**config.mk**
```make
export PLATFORM = sky130hd
export DESIGN_NAME = uart_fifo
export DESIGN_NICKNAME = d
export VERILOG_FILES = /design/src/rtl/uart_fifo.sv
export SDC_FILE = /design/constraint.sdc
export NUM_CORES = 1
export LEC_CHECK = 0
export CORE_MARGIN = 2
export CORE_UTILIZATION = 55
export CTS_BUF_LIST = sky130_fd_sc_hd__clkbuf_8
export DETAILED_ROUTE_END_ITERATION = 12
export PLACE_DENSITY = 0.76
export RECOVER_POWER = 25
export SLEW_MARGIN = 25
export SYNTH_ARGS = -nofsm -noshare
export SYNTH_HDL_FRONTEND = slang
export SYNTH_SLANG_ARGS = --single-unit
```
**constraint.sdc**
```tcl
create_clock -name clk -period 6.4 [get_ports clk]
set_clock_uncertainty 0.15 [all_clocks]
set_input_delay 0.96 -clock clk [delete_from_list [all_inputs] [get_ports clk]]
set_output_delay 0.96 -clock clk [all_outputs]
set_load 0.02 [all_outputs]
```
**src/rtl/uart_fifo.sv**
```systemverilog
// uart_fifo: buffered asynchronous UART with a 16x oversampling baud generator,
// configurable character width, optional parity, 1 or 2 stop bits, and
// power-of-two TX/RX FIFOs whose entries carry per-character error tags.
//
// Ports:
//   clk, rst_n                   system clock, asynchronous active-low reset
//   UART_TXD / UART_RXD          serial out (registered, idles high) / serial in (async)
//   baud_div                     16x tick every baud_div+1 clocks
//   parity_en, parity_odd, stop2 frame format
//   tx_en, rx_en                 transmitter / receiver enable
//   tx_data, tx_wr_en            TX FIFO push
//   tx_full, tx_empty, tx_busy, tx_level   TX status
//   rx_data, rx_ferr, rx_perr    RX FIFO head entry (zero when empty)
//   rx_rd_en                     RX FIFO pop
//   rx_valid, rx_full, rx_level  RX status
//   rx_oerr, oerr_clr            sticky overrun flag and its clear
module uart_fifo #(
  parameter int unsigned DATA_BITS = 8,
  parameter int unsigned TX_DEPTH  = 4,
  parameter int unsigned RX_DEPTH  = 4,
  parameter int unsigned DIV_WIDTH = 12
) (
  input  logic                            clk,
  input  logic                            rst_n,
  output logic                            UART_TXD,
  input  logic                            UART_RXD,
  input  logic [DIV_WIDTH-1:0]            baud_div,
  input  logic                            parity_en,
  input  logic                            parity_odd,
  input  logic                            stop2,
  input  logic                            tx_en,
  input  logic                            rx_en,
  input  logic [DATA_BITS-1:0]            tx_data,
  input  logic                            tx_wr_en,
  output logic                            tx_full,
  output logic                            tx_empty,
  output logic                            tx_busy,
  output logic [$clog2(TX_DEPTH+1)-1:0]   tx_level,
  output logic [DATA_BITS-1:0]            rx_data,
  output logic                            rx_ferr,
  output logic                            rx_perr,
  input  logic                            rx_rd_en,
  output logic                            rx_valid,
  output logic                            rx_full,
  output logic [$clog2(RX_DEPTH+1)-1:0]   rx_level,
  output logic                            rx_oerr,
  input  logic                            oerr_clr
);
  localparam int unsigned TXA = $clog2(TX_DEPTH);
  localparam int unsigned RXA = $clog2(RX_DEPTH);
  localparam int unsigned TXL = $clog2(TX_DEPTH + 1);
  localparam int unsigned RXL = $clog2(RX_DEPTH + 1);
  localparam logic [3:0]  LAST_BIT = 4'(DATA_BITS - 1);

  typedef enum logic [2:0] {S_IDLE, S_START, S_DATA, S_PARITY, S_STOP} state_t;

  // ---------------- baud generator ----------------
  logic [DIV_WIDTH-1:0] bcnt;
  logic                 tick;
  assign tick = (bcnt == '0);

  always_ff @(posedge clk or negedge rst_n) begin
    if (!rst_n)    bcnt <= '0;
    else if (tick) bcnt <= baud_div;
    else           bcnt <= bcnt - DIV_WIDTH'(1);
  end

  // ---------------- TX FIFO ----------------
  logic [DATA_BITS-1:0] tx_mem [TX_DEPTH];
  logic [TXA-1:0]       tx_wp, tx_rp;
  logic [TXL-1:0]       tx_cnt;
  logic                 tx_pop, tx_push;

  assign tx_full  = (tx_cnt == TXL'(TX_DEPTH));
  assign tx_empty = (tx_cnt == '0);
  assign tx_level = tx_cnt;
  assign tx_push  = tx_wr_en && (!tx_full || tx_pop);

  always_ff @(posedge clk) begin
    if (tx_push) tx_mem[tx_wp] <= tx_data;
  end

  always_ff @(posedge clk or negedge rst_n) begin
    if (!rst_n) begin
      tx_wp  <= '0;
      tx_rp  <= '0;
      tx_cnt <= '0;
    end else begin
      if (tx_push) tx_wp <= tx_wp + TXA'(1);
      if (tx_pop)  tx_rp <= tx_rp + TXA'(1);
      tx_cnt <= tx_cnt + TXL'(tx_push) - TXL'(tx_pop);
    end
  end

  // ---------------- TX FSM ----------------
  state_t               tx_state, tx_nstate;
  logic [4:0]           tx_tcnt, tx_last;
  logic [3:0]           tx_bcnt;
  logic [DATA_BITS-1:0] tx_sh, tx_sh_nxt;
  logic                 tx_pen, tx_pbit, tx_s2, txd_nxt, tx_bit_end;

  // Only the stop phase can stretch to 32 ticks; every other bit is 16.
  assign tx_last    = (tx_state == S_STOP && tx_s2) ? 5'd31 : 5'd15;
  assign tx_bit_end = tick && (tx_tcnt == tx_last);
  assign tx_busy    = (tx_state != S_IDLE);

  always_comb begin
    tx_nstate = tx_state;
    tx_pop    = 1'b0;
    tx_sh_nxt = tx_sh;
    txd_nxt   = 1'b1;
    case (tx_state)
      S_IDLE:
        if (tick && tx_en && !tx_empty) begin
          tx_pop    = 1'b1;
          tx_nstate = S_START;
          tx_sh_nxt = tx_mem[tx_rp];
        end
      S_START:  if (tx_bit_end) tx_nstate = S_DATA;
      S_DATA:
        if (tx_bit_end) begin
          if (tx_bcnt == LAST_BIT) tx_nstate = tx_pen ? S_PARITY : S_STOP;
          else                     tx_sh_nxt = tx_sh >> 1;
        end
      S_PARITY: if (tx_bit_end) tx_nstate = S_STOP;
      S_STOP:   if (tx_bit_end) tx_nstate = S_IDLE;
      default:  tx_nstate = S_IDLE;
    endcase
    // Line value follows the state being entered so UART_TXD stays a flop.
    case (tx_nstate)
      S_START:  txd_nxt = 1'b0;
      S_DATA:   txd_nxt = tx_sh_nxt[0];
      S_PARITY: txd_nxt = tx_pbit;
      default:  txd_nxt = 1'b1;
    endcase
  end

  always_ff @(posedge clk or negedge rst_n) begin
    if (!rst_n) begin
      tx_state <= S_IDLE;
      UART_TXD <= 1'b1;
      tx_sh    <= '0;
      tx_tcnt  <= '0;
      tx_bcnt  <= '0;
      tx_pen   <= 1'b0;
      tx_pbit  <= 1'b0;
      tx_s2    <= 1'b0;
    end else begin
      tx_state <= tx_nstate;
      UART_TXD <= txd_nxt;
      tx_sh    <= tx_sh_nxt;
      if (tx_pop) begin
        tx_pen  <= parity_en;
        tx_pbit <= (^tx_mem[tx_rp]) ^ parity_odd;
        tx_s2   <= stop2;
        tx_tcnt <= '0;
        tx_bcnt <= '0;
      end else if (tx_bit_end) begin
        tx_tcnt <= '0;
        if (tx_state == S_DATA) tx_bcnt <= tx_bcnt + 4'd1;
      end else if (tick && tx_state != S_IDLE) begin
        tx_tcnt <= tx_tcnt + 5'd1;
      end
    end
  end

  // ---------------- RX synchroniser and FSM ----------------
  logic [1:0]           rx_sync;
  logic                 rxs;
  state_t               rx_state, rx_nstate;
  logic [3:0]           rx_tcnt, rx_bcnt;
  logic [2:0]           rx_smp;
  logic [DATA_BITS-1:0] rx_sh;
  logic                 rx_perr_r, maj, rx_decide, rx_bit_end, rx_push;
  logic [DATA_BITS+1:0] rx_word;

  assign rxs        = rx_sync[1];
  assign maj        = (rx_smp[0] & rx_smp[1]) | (rx_smp[0] & rx_smp[2]) | (rx_smp[1] & rx_smp[2]);
  assign rx_decide  = tick && (rx_tcnt == 4'd10);
  assign rx_bit_end = tick && (rx_tcnt == 4'd15);
  assign rx_word    = {rx_perr_r, ~maj, rx_sh};

  always_ff @(posedge clk or negedge rst_n) begin
    if (!rst_n) rx_sync <= 2'b11;
    else        rx_sync <= {rx_sync[0], UART_RXD};
  end

  always_comb begin
    rx_nstate = rx_state;
    rx_push   = 1'b0;
    if (!rx_en) begin
      rx_nstate = S_IDLE;
    end else begin
      case (rx_state)
        S_IDLE:   if (tick && !rxs) rx_nstate = S_START;
        S_START:
          if (rx_decide && maj) rx_nstate = S_IDLE;
          else if (rx_bit_end)  rx_nstate = S_DATA;
        S_DATA:
          if (rx_bit_end && rx_bcnt == LAST_BIT) rx_nstate = parity_en ? S_PARITY : S_STOP;
        S_PARITY: if (rx_bit_end) rx_nstate = S_STOP;
        S_STOP:
          if (rx_decide) begin
            rx_push   = 1'b1;
            rx_nstate = S_IDLE;
          end
        default:  rx_nstate = S_IDLE;
      endcase
    end
  end

  // The 4-bit tick count wraps 15->0 on its own, so bit boundaries need no reload.
  always_ff @(posedge clk or negedge rst_n) begin
    if (!rst_n) begin
      rx_state  <= S_IDLE;
      rx_tcnt   <= '0;
      rx_bcnt   <= '0;
      rx_smp    <= 3'b111;
      rx_sh     <= '0;
      rx_perr_r <= 1'b0;
    end else begin
      rx_state <= rx_nstate;
      if (rx_state == S_IDLE) begin
        rx_tcnt   <= '0;
        rx_bcnt   <= '0;
        rx_perr_r <= 1'b0;
      end else if (tick) begin
        rx_tcnt <= rx_tcnt + 4'd1;
        if (rx_tcnt >= 4'd7 && rx_tcnt <= 4'd9) rx_smp <= {rx_smp[1:0], rxs};
        if (rx_decide && rx_state == S_DATA)   rx_sh <= {maj, rx_sh[DATA_BITS-1:1]};
        if (rx_decide && rx_state == S_PARITY) rx_perr_r <= maj ^ (^rx_sh) ^ parity_odd;
        if (rx_bit_end && rx_state == S_DATA)  rx_bcnt <= rx_bcnt + 4'd1;
      end
    end
  end

  // ---------------- RX FIFO ----------------
  logic [DATA_BITS+1:0] rx_mem [RX_DEPTH];
  logic [RXA-1:0]       rx_wp, rx_rp;
  logic [RXL-1:0]       rx_cnt;
  logic                 rx_pop, rx_acc, rx_ovf;

  assign rx_full  = (rx_cnt == RXL'(RX_DEPTH));
  assign rx_valid = (rx_cnt != '0);
  assign rx_level = rx_cnt;
  assign rx_pop   = rx_rd_en && rx_valid;
  assign rx_acc   = rx_push && (!rx_full || rx_pop);
  assign rx_ovf   = rx_push && rx_full && !rx_pop;
  assign {rx_perr, rx_ferr, rx_data} = rx_mem[rx_rp];

  always_ff @(posedge clk or negedge rst_n) begin
    if (!rst_n) begin
      for (int unsigned i = 0; i < RX_DEPTH; i++) rx_mem[i] <= '0;
      rx_wp   <= '0;
      rx_rp   <= '0;
      rx_cnt  <= '0;
      rx_oerr <= 1'b0;
    end else begin
      // Zero-on-pop comes first so a simultaneous push into the same slot (full case) wins.
      if (rx_pop) begin
        rx_mem[rx_rp] <= '0;
        rx_rp         <= rx_rp + RXA'(1);
      end
      if (rx_acc) begin
        rx_mem[rx_wp] <= rx_word;
        rx_wp         <= rx_wp + RXA'(1);
      end
      rx_cnt <= rx_cnt + RXL'(rx_acc) - RXL'(rx_pop);
      if (rx_ovf)                   rx_oerr <= 1'b1;
      else if (oerr_clr || !rx_en)  rx_oerr <= 1'b0;
    end
  end

endmodule

```
# Yosys cells after proc, flatten, opt, wreduce, memory -nomap -nowiden

Memory sizes are Yosys's and may differ from the RTL's.
Index checks and enable logic that the tools add are counted.

Flip-flop bits (word level): 116
Memories: 1
Output and inout port bits: 23
Input bits: 31
Memory bits (writable): 32

Bitwise operators: 14
Add/subtract/negate cells: 13
Reductions and logical operators: 53
Multiplexer cells: 57
Magnitude comparators: 6
Equal/unequal tests: 26

Memory list:

| memory | words | width | read ports | clocked after memory_dff | write ports | line | RTL |
|---|---|---|---|---|---|---|---|
| tx_mem | 4     | 8     | 1          | 0                        | 1           | 69   | `logic [DATA_BITS-1:0] tx_mem [TX_DEPTH];` |

Operator list:

| kind                                                                  | count |
|---|---|
| 40-bit two-way mux                                                    | 2 |
| 3-bit two-way mux                                                     | 15 |
| 40-bit bitwise AND                                                    | 1 |
| 40-bit bitwise mux                                                    | 1 |
| 10-bit demux with 2-bit select                                        | 2 |
| 10-bit two-way mux                                                    | 4 |
| 40-bit NOT                                                            | 1 |
| 4-bit two-way mux                                                     | 8 |
| 3-bit one-hot mux with 5 select lines                                 | 2 |
| 8-bit two-way mux                                                     | 3 |
| 1-bit logical AND                                                     | 21 |
| 10-bit binary-select mux with 2-bit select                            | 1 |
| 5-bit two-way mux                                                     | 4 |
| 3-bit by 2-bit equality test with 1-bit output, second input constant | 6 |
| 8-bit one-hot mux with 2 select lines                                 | 1 |
| 8-bit parity                                                          | 2 |
| 2-bit nonzero test                                                    | 7 |
| 4-bit by 1-bit adder with 4-bit output, second input constant         | 3 |
| 3-bit equality test, second input constant                            | 4 |
| 12-bit logical NOT                                                    | 1 |
| 1-bit two-way mux                                                     | 12 |
| 12-bit two-way mux                                                    | 1 |
| 3-bit != test, second input constant                                  | 4 |
| 12-bit by 1-bit subtractor with 12-bit output, second input constant  | 1 |
| other kinds (28)                                                      | 62 |

# Longest topological paths before layout

Depth after elaboration: 10
Depth in mapped cells: 11
Gate-level depth less buffers: 10

# Least setup slack after synthesis

Ideal clock, no wire load.

Path kind: reg2reg
Start: reg bcnt[0]
End: reg tx_cnt[2] (netlist: tx_level[2])
Path slack: 3017 ps
Period minus slack after synthesis: 3383 ps
Required time: 6127 ps
Data arrival time: 3110 ps
Library setup time: 123 ps
Cell stages (with the launch flop): 12
Path through: dfrtp_1 > inv_1 > ha_1 > nor3b_1 > nand3_1 > nor3_1 > clkbuf_1 > o21ai_0 > ha_1 > fa_1 > xnor2_1 > xnor2_1

Cells in the longest elaborated chain, start to end: 9

RTL lines:

| what                                            | line | RTL |
|---|---|---|
| start, declared                                 | 58   | `logic [DIV_WIDTH-1:0] bcnt;` |
| start signal, assigned                          | 64   | `else if (tick) bcnt <= baud_div;` |
| start signal, assigned                          | 65   | `else bcnt <= bcnt - DIV_WIDTH'(1);` |
| 12-bit logical NOT (*)                          | 60   | `assign tick = (bcnt == '0);` |
| 1-bit logical AND (*) (2 in a row)              | 114  | `if (tick && tx_en && !tx_empty) begin` |
| 1-bit two-way mux (*)                           | 114  |  |
| 1-bit two-way mux (*)                           | 112  | `case (tx_state)` |
| 1-bit logical OR                                | 77   | `assign tx_push = tx_wr_en && (!tx_full \|\| tx_pop);` |
| 1-bit logical AND                               | 77   |  |
| 3-bit by 1-bit adder with 3-bit output          | 91   | `tx_cnt <= tx_cnt + TXL'(tx_push) - TXL'(tx_pop);` |
| 3-bit by 1-bit subtractor with 3-bit output (*) | 91   |  |
| end signal, assigned                            | 91   |  |
| end, declared                                   | 71   | `logic [TXL-1:0] tx_cnt;` |

Every way passes the cells marked *; elsewhere a longest branch is shown, timed or not.
A chain may end at the register's enable or synchronous reset.

# Final worst setup path

Same ends and word-level chain as after synthesis.

==> impl_metrics.json <==
{
  "drt_first_iter_violations": 395,
  "post_synth_instance_area_sq_um": 7170,
  "antenna_found_initial": 0,
  "clkLatencyLatePin_ns": 0.45,
  "clock_tree.htree_level_count": 4,
  "fin_crit_ns": 3.94,
  "cp.depth": 11,
  "final_area_sq_um": 8210,
  "synth.ff_latch_count": 148,
  "crit_type": "reg -> reg",
  "gr-max-usage-layer": "met2",
  "final.setup.tns_ns": 0,
  "crit_path_cell_trace": "inv_1 -> ha_1 -> nor3b_1 -> nand3_1 -> nor3_1 -> buf_4 -> o21ai_0 -> ha_1 -> fa_1 -> xnor2_1 -> xnor2_1",
  "ys_warn_count": 0,
  "cp_data_arrival_time_ns": 4.17,
  "track_usage_pct": 22.1,
  "cp_max_fo": 19,
  "final_layout_size_suffix_gt1_share_pct": 11.6,
  "synthDistinctLibCells": 60,
  "post_cts.resized_instances": 0,
  "max_cap_viol_count": 1,
  "grt_start_max_net_pins": 60,
  "setup_repair_after_global_routing_missed_its_margin": "no",
  "detail_route.drc_violations": 0,
  "synth-edff-count": 32,
  "grt_pass1_vias": 5168,
  "global_route.overflow_total": 0,
  "share_of_async_settable_or_async_resettable_flops_after_synthesis_pct": 78.4,
  "routed_wire_length_per_instance_um": 16.5,
  "critical_path.max_stage_delay_ns": 0.73,
  "routed_vias": 4948,
  "post-place-ws_ns": 2.49,
  "syn_nets": 699,
  "failing_checks": "max-capacitance violations, max-slew violations",
  "core_area_sq_um": 12700,
  "synthFlopType": "dfrtp_1",
  "place_hpwl_um": 10100,
  "crit_family": "simple AND/OR/NAND/NOR gates",
  "slew_headroom_pct": -109,
  "cts_inserted_buffers": 17,
  "worst_ir_drop_vdd_v": 0.000343,
  "num_io_pins": 54,
  "holdCritStartpoint": "rx_sync[0]",
  "routed_wirelength_um": 14400,
  "cts_root_buffer": "clkbuf_8",
  "placed_cell_area_sq_um": 7820,
  "synthesis.instances": 644,
  "worstHoldPathType": "reg -> reg",
  "design.final.nets": 748,
  "leakage_uw": 0.00330,
  "setup.worst_path.start_class": "flip-flop",
  "worst-r2r-cell-count": 11,
  "timing.final.max_slew_violations": 59,
  "worst_r2r_startpoint": "bcnt[0]",
  "timing.final.setup_violations": 0,
  "grt_util_met3_pct": 5.12,
  "cp_num_buf_inv": 2,
  "timing_worst_slew_pin_value_ns": 3.13,
  "critical_path_required_ns": 6.63,
  "cell_type_of_the_slowest_stage_on_the_worst_timing_path": "nand3_1",
  "n_antenna_cell": 0,
  "floorplan.initialDensity_pct": 56.6,
  "globalplace.congestion": 0.823,
  "synth_sequential_area_ratio_pct": 54.0,
  "crit_path_end_kind": "flip-flop",
  "cts.sinks": 148,
  "height_of_the_chip_um": 118,
  "timing.critical_path.from": "bcnt[0]",
  "whs_path_depth": 0,
  "rows": 41,
  "status": "finished, violations left",
  "cts_hold_buf": 0,
  "final_antenna_net_count": 0,
  "portBuffers": 53,
  "synthesis.area_per_instance_sq_um": 11.1,
  "die-width_um": 118,
  "tritoncts": "done",
  "met2_usage_pct": 37.8,
  "clk_transition_reported_paths_ns": 0.08,
  "clock_path_buffers": 2,
  "fmax_mhz": 254,
  "syn_to_final_growth_pct": 14.5,
  "postLayoutSetupSlackWorst_ns": 2.46,
  "wire_length_of_the_first_global_routing_pass_um": 24500,
  "met1_routing_resource_usage_after_global_routing_pct": 27.2,
  "hold_viol": 0,
  "postCtsSetupBuffers": 0,
  "period_share_pct": 61.5,
  "p_per_area_nw_per_um2": 297,
  "routed_via_density": 5.64,
  "drt_pre_antenna_iters": 4,
  "die-area_sq_um": 14000
}
-- placed cells by master, fill, tap and decap left out, types with 18 or more instances in the layout --
| cell type | count |
|---|---|
| mux4_2 | 18 |
| dfrtp_1 | 110 |
| xnor2_1 | 27 |
| nand3_1 | 24 |
| edfxtp_1 | 32 |
| clkdlybuf4s50_1 | 46 |
| inv_1 | 18 |
| nor2_1 | 42 |
| nand2_1 | 120 |
| ha_1 | 22 |
| o21ai_0 | 49 |
-- power by group --
group / total, uW / switching, uW / internal [uW]
Combinational: 506 / 268 / 238
Clock: 715 / 368 / 347
Sequential: 1210 / 130 / 1080
-- synth_stat cells, types with 5 or more instances --
master,instances,area (sq um)
and3_1,5,31.3
nand4_1,6,37.5
a22oi_1,6,45.0
xor2_1,17,149
nor3_1,7,35.0
nand2_1,120,450
clkbuf_1,13,48.8
a21oi_1,13,65.1
o21ai_0,49,245
nor3b_1,6,45.0
dfstp_2,6,158
nor2_1,42,158
nand3_1,24,120
and2_1,7,43.8
xnor2_1,27,236
nor4_1,6,37.5
ha_1,22,275
mux4_2,18,405
mux2_2,14,158
dfrtp_1,110,2750
edfxtp_1,32,961
inv_1,18,67.6
buf_2,11,55.1
-- stage by stage --
| stage | util [%] | cells | hold slack [ns] | power, uW |
|---|---|---|---|---|
| CTS | 64.8 | 878 | 0.227 | 2460 |
| global route | 64.8 | 878 | 0.240 | 2570 |
| floorplan | - | 644 | 0.195 | 1540 |
| global placement | 61.7 | 846 | 0.211 | 1710 |
| finish | 64.8 | 878 | 0.234 | 2430 |
| detailed placement | 61.7 | 846 | 0.216 | 1750 |
-- state kept, by name, indices dropped and copies added (netlist names), 2 cells and up --
| name | count |
|---|---|
| bcnt | 12 |
| rx_bcnt | 4 |
| rx_level | 3 |
| rx_mem | 40 |
| rx_rp | 2 |
| rx_sh | 8 |
| rx_smp | 3 |
| rx_state | 3 |
| rx_sync | 2 |
| rx_tcnt | 4 |
| rx_wp | 2 |
| tx_bcnt | 4 |
| tx_level | 3 |
| tx_mem | 32 |
| tx_rp | 2 |
| tx_sh | 8 |
| tx_state | 3 |
| tx_tcnt | 5 |
| tx_wp | 2 |
-- per-layer routing --
metal | vias to the layer above | routed length (um)
met5 | - | 0
met4 | 0 | 241
met3 | 24 | 649
met2 | 115 | 7440
met1 | 2447 | 6110
li1 | 2362 | -
-- layout make-up --
type / instances / area (sq um)
clock buffers: 17 / 234
clock inverters: 15 / 155
fillers: 993 / 4460
inverters: 18 / 67.6
multi-input cells: 452 / 3120
flip-flops and latches: 148 / 3870
well taps: 172 / 215
repair buffers: 56 / 547
-- worst reg2reg max path, delay by kind of cell (launching register included) --
kind | cells | cell delay [ns]
DFF | 1 | 0.41
and+or+nand+nor | 3 | 1.78
buffers and inverters | 2 | 0.33
AOI/OAI and AO/OA | 1 | 0.11
xor gates and xnor gates | 2 | 0.31
adders and majority gates | 3 | 0.77
-- cells by family (layout without fill, tap and decap cells) --
logic type | after synthesis | in the layout | synth area share [%]
xor+xnor | 46 | 46 | 6.00
buf+inv | 44 | 106 | 2.60
simple gates | 254 | 254 | 17.0
compound gates | 91 | 91 | 7.50
fa+ha+maj | 25 | 25 | 4.54
flops | 148 | 148 | 54.0
mux | 36 | 36 | 8.41
-- path summary, 6_finish.rpt --
check / to / slack (ns)
hold reg to reg: rx_sync[1] / 0.23
max in group asynchronous: rx_mem[15] / 2.70
setup reg to reg: tx_level[2] / 2.46
min in group asynchronous: rx_level[1] / 1.37
setup / recovery: tx_level[2] / 2.46
hold / removal: rx_sync[1] / 0.23
Power figures use the tool's default switching activity.
